===== config.mk =====
export PLATFORM = sky130hd
export DESIGN_NAME = text_rom_arbiter
export DESIGN_NICKNAME = d
export VERILOG_FILES = /design/src/rtl/text_rom_arbiter.sv
export SDC_FILE = /design/constraint.sdc
export NUM_CORES = 1
export LEC_CHECK = 0
export CORE_MARGIN = 5
export CORE_UTILIZATION = 25
export DETAILED_ROUTE_END_ITERATION = 12
export SLEW_MARGIN = 25
export SYNTH_ARGS = -nofsm -noshare
export SYNTH_HDL_FRONTEND = slang
export SYNTH_SLANG_ARGS = --single-unit

===== constraint.sdc =====
create_clock -name Clk -period 1.8 [get_ports Clk]
set_input_delay 0.36 -clock Clk [delete_from_list [all_inputs] [get_ports Clk]]
set_output_delay 0.36 -clock Clk [all_outputs]
set_load 0.02 [all_outputs]

===== src/rtl/text_rom_arbiter.sv =====
// text_rom_arbiter
//   Shares one synchronous-read text ROM (1-cycle latency) between two
//   requesters. Port 0 (VGA text-overlay pixel path) has fixed priority;
//   port 1 (banner/score blitter) is guaranteed service once it has been
//   denied STARVE_LIMIT consecutive cycles. Each grant launches exactly one
//   ROM read; the data is steered back to the owning port one cycle later.
//
// Ports
//   Clk, Reset          rising-edge clock, synchronous active-high reset
//   req0/addr0          port 0 read request and address
//   gnt0                port 0 accepted this cycle (combinational)
//   rdata0/valid0       port 0 return data and 1-cycle valid pulse
//   req1/addr1          port 1 read request and address
//   gnt1                port 1 accepted this cycle (combinational)
//   rdata1/valid1       port 1 return data and 1-cycle valid pulse
//   rom_addr            address presented to the ROM (sampled at Clk edge)
//   rom_data            registered ROM output
module text_rom_arbiter #(
  parameter int unsigned ADDR_W       = 14,
  parameter int unsigned DATA_W       = 2,
  parameter int unsigned ROM_DEPTH    = 10001,
  parameter int unsigned STARVE_LIMIT = 4
) (
  input  logic              Clk,
  input  logic              Reset,
  input  logic              req0,
  input  logic [ADDR_W-1:0] addr0,
  output logic              gnt0,
  output logic [DATA_W-1:0] rdata0,
  output logic              valid0,
  input  logic              req1,
  input  logic [ADDR_W-1:0] addr1,
  output logic              gnt1,
  output logic [DATA_W-1:0] rdata1,
  output logic              valid1,
  output logic [ADDR_W-1:0] rom_addr,
  input  logic [DATA_W-1:0] rom_data
);

  typedef enum logic {
    PORT0 = 1'b0,
    PORT1 = 1'b1
  } port_e;

  localparam logic [3:0] LIMIT = 4'(STARVE_LIMIT);

  // In-flight read bookkeeping (describes the read whose data is on rom_data)
  port_e             tag_q;
  logic              issue_q;
  logic              oor_q;

  logic [3:0]        starve_cnt;
  logic [ADDR_W-1:0] last_addr_q;
  logic [DATA_W-1:0] rdata0_q;
  logic [DATA_W-1:0] rdata1_q;

  logic              force1;
  logic              gnt_any;
  logic [ADDR_W-1:0] gnt_addr;
  logic              gnt_oor;
  logic [DATA_W-1:0] ret_data;

  // ---------------------------------------------------------------------
  // Arbitration
  // ---------------------------------------------------------------------
  assign force1 = req1 && (starve_cnt >= LIMIT);

  always_comb begin
    gnt0 = 1'b0;
    gnt1 = 1'b0;
    if (!Reset) begin
      gnt1 = req1 && (!req0 || force1);
      gnt0 = req0 && !gnt1;
    end
  end

  assign gnt_any  = gnt0 || gnt1;
  assign gnt_addr = gnt1 ? addr1 : addr0;
  assign gnt_oor  = 32'(gnt_addr) >= ROM_DEPTH;

  // With no grant the ROM keeps seeing the last granted address so its
  // address bus does not toggle needlessly.
  always_comb begin
    rom_addr = last_addr_q;
    if (Reset) begin
      rom_addr = '0;
    end else if (gnt_any) begin
      rom_addr = gnt_addr;
    end
  end

  // ---------------------------------------------------------------------
  // Return path
  // ---------------------------------------------------------------------
  // Out-of-range reads still consume the ROM slot but return zero.
  assign ret_data = oor_q ? '0 : rom_data;

  // Reset in the return cycle drops the read.
  assign valid0 = !Reset && issue_q && (tag_q == PORT0);
  assign valid1 = !Reset && issue_q && (tag_q == PORT1);

  // The non-owning port keeps showing its previous data.
  assign rdata0 = valid0 ? ret_data : rdata0_q;
  assign rdata1 = valid1 ? ret_data : rdata1_q;

  // ---------------------------------------------------------------------
  // State
  // ---------------------------------------------------------------------
  always_ff @(posedge Clk) begin
    if (Reset) begin
      issue_q     <= 1'b0;
      tag_q       <= PORT0;
      oor_q       <= 1'b0;
      starve_cnt  <= '0;
      last_addr_q <= '0;
      rdata0_q    <= '0;
      rdata1_q    <= '0;
    end else begin
      issue_q <= gnt_any;
      tag_q   <= gnt1 ? PORT1 : PORT0;
      oor_q   <= gnt_any && gnt_oor;

      if (gnt_any) begin
        last_addr_q <= gnt_addr;
      end

      // Counts consecutive denied cycles of port 1, saturating at 15.
      if (!req1 || gnt1) begin
        starve_cnt <= '0;
      end else if (starve_cnt != 4'hF) begin
        starve_cnt <= starve_cnt + 4'd1;
      end

      if (valid0) begin
        rdata0_q <= ret_data;
      end
      if (valid1) begin
        rdata1_q <= ret_data;
      end
    end
  end

endmodule


==> summary.txt, run 1 <==
arrival time at the worst endpoint = 1.70 ns
Detailed Route WL = 4090 um
drt pass-1 iters = 4
status = finished, violations left
dpl cell area = 2110 um2
Clk Latency, worst-skew pair = 0.28 ns
Die Y-Extent = 80.2 um
slowest CP cell = dfxtp_2
worst hold-check path type = register to register
post-route antenna net violation count = 0
chip width = 80.2 um
Unique masters post-synth = 32
first-pass GRT wire length = 6530 um
nets = 266
dpl ws = -1.10 ns
# rows = 25
buffers added on ports = 55
root buf cell = clkbuf_8
Mapped Cells = 133
failing checks = negative setup slack
post-synthesis sequential area ratio = 0.406
max-cap violation count = 0
IO Pins = 56
CTS tree = built
CP Max Fanout = 7
diode count = 0
internal power = 0.991 mW
crit end category = primary output
Clock Sinks = 25
maximum VDD drop = 0.558 mV
gr ovfl total = 0
HPWL after DPL = 2870 um
Final Setup Violations = 15
mapped cell area = 1230 um2
DRT iter0 DRCs = 26
hold_ws = 0.430 ns
via count of the routed design = 1,328
Initial Util = 0.259
CTS Buf Count = 3
switching power share of the total = 0.292
FF+latch count, synth = 25
Core Area = 4750 um2
largest net degree at the start of global routing = 16
post-DR wirelength/cell = 13.8 um
Clock Tree Buf Depth = 2
Seq pwr share = 0.428
mean post-synth cell area = 9.27 um2
Finished Cell Area = 2340 um2
initial antenna violation count = 0
Vias/cell = 4.47
post-synthesis net count = 168
sum of negative setup slack = -3.16 ns
Critical Path, Cell by Cell = nor3b_4 -> or2_4 -> nand2_2 -> o311ai_4 -> buf_4
clk slew on worst S/H paths = 0.09 ns
CP Class = register to primary output
Post-route DRC = 0
Layout fillers = 484
worst endpoint required time = 1.44 ns
Total GRT Usage = 0.130
Period minus WS final = 2.06 ns
Critical Path Max Stage Delay = 0.36 ns
synth warn = 0
Hold Fails Final Rpt = 0
PD cells = 598 nW/um2
period utilization = 1.15
Max Clock Skew = 0.00211 ns
clock share of power = 0.252
Slew Viols, Final = 0
htree depth = 1
Syn-to-layout area delta = 89.9%
RSZ-0062 raised after global routing = true
die footprint = 6430 um2
final worst slack = -0.264 ns
Placer Congestion = 0.755
layout cells sized above 1 = 0.461
Fmax = 484 MHz
sw power = 0.408 mW
Leakage = 0.967 nW
startpoint types = register
Comb pwr share = 0.320
vias in the first global route = 1,369
[through the flow]
step / power, mW / util / std cells
2_1_floorplan: 0.792 / - / 133
3_3_place_gp: 1.00 / 0.445 / 278
3_5_place_dp: 1.01 / 0.445 / 278
4_1_cts: 1.40 / 0.480 / 292
5_1_grt: 1.47 / 0.492 / 297
6_report: 1.40 / 0.492 / 297
[cell families after synthesis]
| logic type | Yosys count | synth area share |
|---|---|---|
| other | 1 | 0.00304 |
| DFF | 25 | 0.406 |
| AOI/OAI and AO/OA | 22 | 0.215 |
| buffers and inverters | 14 | 0.0629 |
| muxes | 4 | 0.0365 |
| and+or+nand+nor | 66 | 0.266 |
| adders and majority gates | 1 | 0.0102 |
[cells in the final DEF (no fill, tap or decap), drive strengths merged]
master         netlist  final
conb                 1      1
or2                  1      4
a221oi               1      1
a211oi               1      1
mux2                 4      4
a311o                1      1
clkinv               0      2
or4                  4      4
nor2b                7      7
clkbuf               1      3
o311ai               1      1
dfxtp               25     25
nand3b               2      2
nand3                2      2
buf                  6     61
inv                  7      6
a311oi              14     14
nand2               29     29
a21o                 1      1
clkdlybuf4s15        0      2
o21ai                2      2
nor3b                2      2
clkinvlp             0      1
nor2                17     17
dlygate4sd2          0      3
nand2b               1      1
or3                  1      1
clkdlybuf4s50        0     30
ha                   1      1
a2111oi              1      1
[power by group through the flow]
stage | combinational, mW | sequential, mW | clock [mW]
final | 0.448 | 0.599 | 0.353
after global routing | 0.480 | 0.602 | 0.384
after CTS | 0.433 | 0.599 | 0.364
after detailed placement | 0.397 | 0.610 | 0
after global placement | 0.395 | 0.609 | 0
after floorplan | 0.184 | 0.608 | 0
[cell usage after synthesis]
library cell  number  area [um2]
a2111oi_4          1        27.5
a211oi_1           1        7.51
a21o_1             1        7.51
a221oi_2           1        15.0
a311o_1            1        10.0
a311oi_1           5        43.8
a311oi_2           9         135
buf_2              2        10.0
buf_4              2        15.0
buf_6              2        22.5
clkbuf_1           1        3.75
conb_1             1        3.75
dfxtp_1           25         500
ha_1               1        12.5
inv_1              6        22.5
inv_2              1        3.75
mux2_2             4        45.0
nand2_1           29         109
nand2b_4           1        13.8
nand3_1            2        10.0
nand3b_1           2        15.0
nor2_1            17        63.8
nor2b_1            7        43.8
nor3b_1            1        7.51
nor3b_2            1        12.5
o21ai_0            1        5.00
o21ai_1            1        5.00
o311ai_1           1        8.76
or2_4              1        8.76
or3_1              1        6.26
or4_1              2        15.0
or4_4              2        22.5
[cell type report]
class | instances | area [um2] | share of cell area
timing repair buffer | 96 | 847 | 0.362
timing repair inverter | 1 | 5.00 | 0.00214
sequential | 25 | 505 | 0.216
multi-input combinational | 97 | 820 | 0.350
inverter | 7 | 31.3 | 0.0134
clock buffer | 3 | 41.3 | 0.0176
tap | 67 | 83.8 | 0.0358
clock inverter | 1 | 7.51 | 0.00321
[registers in the layout (all words and copies together) (netlist names)]
| name | cells |
|---|---|
| rdata1_q | 2 |
| rdata0_q | 2 |
| issue_q | 1 |
| last_addr_q | 14 |
| starve_cnt | 4 |
| oor_q | 1 |
| tag_q | 1 |
[repair_timing]
item                                    in CTS  in global routing
hold buffers                                 0                  0
gates resized for setup                    134                  6
gates cloned                                 3                  1
pin swaps                                   19                  6
setup buffers                                7                  4
endpoints found under the setup margin      23                 18
endpoints found under the hold margin        0                  0
[layer usage]
layer / wire, um / part of all wire / up-vias / GRT usage
met5: 0 / 0 / - / 0
met4: 13 / 0.0032 / 0 / 0.0152
met3: 364 / 0.089 / 2 / 0.0504
met2: 1920 / 0.47 / 46 / 0.222
met1: 1790 / 0.44 / 618 / 0.159
li1: - / - / 662 / -
[critical path: cells and delay by family (launching register included)]
kind	cells	cell delay (ns)
AND/OR/NAND/NOR	3	0.61
flip-flops	1	0.36
AO/OA/AOI/OAI	1	0.27
buffers and inverters	1	0.19
[final timing paths]
path	from	cells after the start	endpoint	slack (ns)
worst max register to register	starve_cnt[2]	7	oor_q	0.29
worst min register to register	starve_cnt[0]	1	starve_cnt[0]	0.43
worst max-delay path	starve_cnt[2]	5	rom_addr[13]	-0.26
worst min-delay path	starve_cnt[0]	1	starve_cnt[0]	0.43
Note: power is estimated with default switching activity, not from simulation.
==> run 2: changes to the inputs <==
ABC_CLOCK_PERIOD_IN_PS = 1800   (was not set)
==> results of run 2 <==
Final layout, timing and power as in run 1 (identical DEF).
